`config.mk`:
```
export PLATFORM = sky130hd
export DESIGN_NAME = pixel_cfg_pattern_gen
export DESIGN_NICKNAME = d
export VERILOG_FILES = /design/src/rtl/pixel_cfg_pkg.sv /design/src/rtl/pixel_cfg_pattern_gen.sv
export SDC_FILE = /design/constraint.sdc
export NUM_CORES = 1
export LEC_CHECK = 0
export ABC_CLOCK_PERIOD_IN_PS = 7160
export CAP_MARGIN = 40
export CORE_AREA = 8 8 67 69
export DETAILED_ROUTE_END_ITERATION = 10
export DIE_AREA = 0 0 75 77
export PLACE_DENSITY_LB_ADDON = 0.2
export SYNTH_ARGS = -nofsm -noshare
export SYNTH_HDL_FRONTEND = slang
export SYNTH_SLANG_ARGS = --single-unit
```
`constraint.sdc`:
```
create_clock -name vclk -period 7.16
set_clock_uncertainty 0.2 [all_clocks]
set_input_delay 1.432 -clock vclk [all_inputs]
set_output_delay 1.432 -clock vclk [all_outputs]
set_load 0.005 [all_outputs]
```
`src/rtl/pixel_cfg_pkg.sv`:
```
// Shared types and default sizing for the pixel config sweep checker.
package pixel_cfg_pkg;

    localparam int unsigned NPIX_DEF = 180;
    localparam int unsigned AW_DEF   = 8;
    localparam int unsigned DW_DEF   = 15;
    localparam int unsigned TMO_DEF  = 16;
    localparam int unsigned ECW_DEF  = 16;

    typedef enum logic [2:0] {IDLE, ISSUE, WAIT, NEXT, DONE} state_e;

    typedef enum logic [1:0] {M_INCR, M_WALK1, M_CONST, M_CHECK} mode_e;

endpackage

```
`src/rtl/pixel_cfg_pattern_gen.sv`:
```
// Combinational expected pixel config data for a given pattern mode, seed and address.
module pixel_cfg_pattern_gen
    import pixel_cfg_pkg::*;
#(
    parameter int unsigned AW = AW_DEF,
    parameter int unsigned DW = DW_DEF
) (
    input  mode_e         mode,
    input  logic [DW-1:0] seed,
    input  logic [AW-1:0] addr,
    output logic [DW-1:0] data
);

    logic [DW-1:0] addr_dw;
    int unsigned   bit_idx;

    always_comb begin
        addr_dw = DW'(addr);
        bit_idx = 32'(addr) % DW;
        unique case (mode)
            M_INCR:  data = seed + addr_dw;
            M_WALK1: data = DW'(1) << bit_idx;
            M_CONST: data = seed;
            M_CHECK: data = addr[0] ? ~seed : seed;
            default: data = seed;
        endcase
    end

endmodule

```
# After elaboration in Yosys (flattened, before gate mapping)
# Index checks and enable logic that the tools add are counted.
# totals
elab_cells	10
out_inout_bits	15
inputBits	25
reg_bits	0
# classes
n_eq_ne	3
shift	1
n_mux	2
n_reduce_logical	1
bitwise_logic	1
add_sub_neg	1
n_div	1
# op_table
op	n
case mux 15 bit (4 select lines)	1
remainder unit 8 x 4 -> 32 bit (second input constant)	1
<< shifter 1 x 32 -> 15 bit (first input constant)	1
adder 15 x 8 -> 15 bit	1
two-way mux 15 bit	1
inverter 15 bit	1
equality test 2 bit (second input constant)	2
equality test 2 x 1 -> 1 bit (second input constant)	1
zero test 2 bit	1

# Depth between registers and ports, before layout
# depth
word_depth	3
depth_mapped	19
ltp_nobuf	18

# Worst setup path after synthesis
# Ideal clock, no wire load.
# synth_timing
path_kind	input-to-output
startpoint	input addr[5]
endpoint	output data[1]
slack_ns	0.289
t_arrival_ns	5.239
cell_stages	19
t_required_ns	5.528
path_buffers	1
cell_sequence	buf_4 > and3_4 > ha_1 > and3_1 > o211a_1 > a211o_1 > a21boi_0 > ha_1 > o2bb2ai_1 > a21oi_1 > xnor2_1 > ha_1 > nand3_1 > nor2_1 > a32o_1 > xnor2_1 > o21ai_1 > and3_1 > a221o_1
# synth_via
elab_chain_len	3
# synth_lines
item	line	rtl
start: declaration	pixel_cfg_pattern_gen.sv:10	input logic [AW-1:0] addr,
remainder unit 8 x 4 -> 32 bit	pixel_cfg_pattern_gen.sv:19	bit_idx = 32'(addr) % DW;
<< shifter 1 x 32 -> 15 bit	pixel_cfg_pattern_gen.sv:22	M_WALK1: data = DW'(1) << bit_idx;
case mux 15 bit (4 select lines)	pixel_cfg_pattern_gen.sv:20	unique case (mode)
end: declaration	pixel_cfg_pattern_gen.sv:11	output logic [DW-1:0] data
# Every way passes these cells.

# Worst setup path in the final report
# layout_timing
startpoint	input addr[5]
endpoint	output data[6]
# layout_via
elab_chain_len	3
word_cells_on_any_way	4
classes_between	add/sub: 1; div: 1; shift: 1; mux: 1
# layout_lines
item	line
remainder unit 8 x 4 -> 32 bit	pixel_cfg_pattern_gen.sv:19
<< shifter 1 x 32 -> 15 bit	pixel_cfg_pattern_gen.sv:22
case mux 15 bit (4 select lines) (*)	pixel_cfg_pattern_gen.sv:20
# Every way passes the cells marked *; elsewhere a longest branch is shown, timed or not.

==> metrics.md <==
| Metric | Value |
|---|---|
| DRC errors left | `0` |
| Critical-path maximum fanout | `8` |
| Area growth, synth to finish | `51.8%` |
| # IOs | `40` |
| Via count | `about 2,500` |
| Fraction of layout cells with a size suffix above 1 | `28.2%` |
| Fin. Hold Viols | `0` |
| Final Setup Violations | `3` |
| Pint | `approximately 0.00014 W` |
| Switching part of the total power | `between 50 and 60%` |
| WP buf/inv | `4` |
| Synth top area cells | `ha_1 7.5%, mux2i_1 6.6%, o21ai_0 6.0%` |
| Hold crit path type | `input pin to output pin` |
| Die H | `between 70 and 80 um` |
| Pwr Density | `103 nW/um^2` |
| Starting density of the core | `between 50% and 60%` |
| CLK BUF | `0` |
| Hold_sp | `seed[13]` |
| Syn nets | `a little over 300` |
| Slowest stage delay, CP | `420 ps` |
| I/O Buffers | `40` |
| Slew Limit Fails | `0` |
| Post-route setup slack | `-18.5 ps` |
| GPL Wtd Cong | `0.897` |
| WP data required | `around 5500 ps` |
| Antenna viol nets, final | `0` |
| Failing checks | `negative setup slack` |
| Leakage dissipation | `approximately 1.2 nW` |
| Slowest-stage cell, CP | `clkdlybuf4s50_1` |
| Die span in x | `roughly 75 um` |
| Fin util | `about four fifths` |
| Vias per cell | `between 6 and 7` |
| WL/cell | `around 17 um` |
| Placed Cells | `between 300 and 400` |
| Syn Std Cell Area | `1830 sq um` |
| Post-synth top area share | `under 10%` |
| Sequential area share after synthesis | `0%` |
| Worst vdd ir | `about 0.000044 V` |
| Fin cells | `roughly 400` |
| Cell count after synthesis | `roughly 270` |
| Net Switching | `roughly 0.00015 W` |
| First-pass GRT wire length | `about 10 mm` |
| Biggest area consumer among synthesized cells | `ha_1` |
| Slew @ Worst Pin | `~740 ps` |
| CP top delay family | `simple AND/OR/NAND/NOR gates` |
| Yosys warns | `0` |
| Final worst-path cycle share | `100%` |
| Yosys cell types | `62` |
| Core area | `around 3500 sq um` |
| Sequential cell area | `0 sq um` |
| Hpwl dp | `roughly 4.7 mm` |
| Vias in the first global route | `roughly 2,300` |
| TritonRoute pass-1 iters | `5` |
| Most frequent cell after synthesis | `nand2_1` |
| Maxcap violations | `0` |
| # rows | `22` |
| Die Area | `5780 sq um` |
| Max_slew headroom | `about 50%` |
| Startpoint Class | `input pin` |
| Most common cell on crit path | `buf_4` |
| Crit end category | `output pin` |
| Flip-flop and latch count | `0` |
| Syn Area/Cell | `~6.8 sq um` |
| Sequential Power Share | `0%` |
| Detailed Route Iter0 Violations | `190` |
| Routed wire length | `between 6 and 7 mm` |
| Clock power frac | `0%` |
| Status | `finished with violations` |
| RSZ-0062 raised after global routing | `yes` |
| Final worst path period need | `between 7000 and 8000 ps` |
| Initial antenna violation count | `0` |
| Crit-path cells | `clkdlybuf4s50_1 > and3_4 > ha_4 > nor2b_4 > or3b_4 > nand3_4 > buf_4 > nand2b_4 > a221oi_4 > a21oi_2 > xnor2_2 > ha_2 > nand3_2 > nor2_4 > a32o_2 > buf_4 > o21ai_0 > mux2i_1 > nand2_2 > o221ai_1 > dlygate4sd2_1` |
| Critical path origin | `addr[5]` |
| N_diodes | `0` |
| Critical path data arrival time | `5550 ps` |
| Largest net degree at the start of global routing | `32` |
| Gr usage total | `between 20% and 30%` |
| GRT Residual Overflow | `0` |
| Most frequent cells after synthesis | `28 x nand2_1, 27 x nor2_1, 22 x o21ai_0` |
| WS Path Type | `input pin to output pin` |
| Comb pwr share | `between 90% and 100%` |
| Nets | `a little under 400` |
| Fmax | `~0.14 GHz` |
layer usage:
metal	part of all wire (%)	track usage, %	vias up
met2	49	37.0	136
li1	-	-	1184
met3	5.6	0.650	22
met1	43	28.1	1170
met5	0	0	-
met4	2.3	3.14	0
tightest hold or removal path: stages:
cell             delay, ps
clkdlybuf4s50_1        500
a221o_1                140
clkbuf_2               110
per-stage QoR:
stage                     power, W  instance area [sq um]  setup slack (ps)  hold slack [ps]  setup TNS (ps)
after detailed placement  0.000244                   2590              -363             3800           -5010
after floorplan           0.000139                   1830               289             2780               0
after global routing      0.000304                   2780              -166             3460           -1550
after global placement    0.000240                   2590              -286             3810           -3520
final                     0.000285                   2780             -18.5             3420           -25.9
after CTS                 0.000252                   2640             -1.51             3540           -1.51
cells in the final DEF, fill, tap and decap left out, drive strengths merged, types with 4 or more instances in the layout:
cell	instances
nand2b	7
nor2	27
ha	11
a221o	5
inv	10
a21oi	16
nand2	28
nor3	12
nor2b	8
clkbuf	6
and3	6
mux2i	13
o2bb2ai	4
o221ai	8
clkdlybuf4s50	25
buf	56
o21ai	26
xnor2	12
dlygate4sd2	8
nand3	14
what timing repair did:
action                     in CTS  in global routing
resized for setup              32                 33
pin swaps                       8                 13
setup endpoints to repair      15                 15
setup buffers                   4                  3
hold buffers                    0                  0
final timing paths:
path / endpoint / slack (ps) / cells past startpoint
min: data[13] / 3420 / 3
max: data[6] / -20 / 21
area by class of cell:
type	count	area [sq um]
Multi-Input combinational cell	246	1910
Timing Repair Buffer	95	772
Fill cell	232	719
Tap cell	48	60.1
Inverter	10	37.5
power groups by stage:
stage / Combinational (W) / Sequential, W / Clock, W
after floorplan: 0.000139 / 0 / 0
after global placement: 0.000240 / 0 / 0
after detailed placement: 0.000244 / 0 / 0
after CTS: 0.000252 / 0 / 0
after global routing: 0.000304 / 0 / 0
final: 0.000285 / 0 / 0
kinds of logic (layout without fill, tap and decap cells):
kind of cell,Yosys count,after routing,synth area share [%]
xor gates and xnor gates,15,15,7.59
buffers and inverters,22,105,5.47
adders and majority gates,12,12,8.62
muxes,13,13,7.80
AOI/OAI and AO/OA,90,90,36.8
and+or+nand+nor,116,116,33.7
Power figures use the tool's default switching activity.
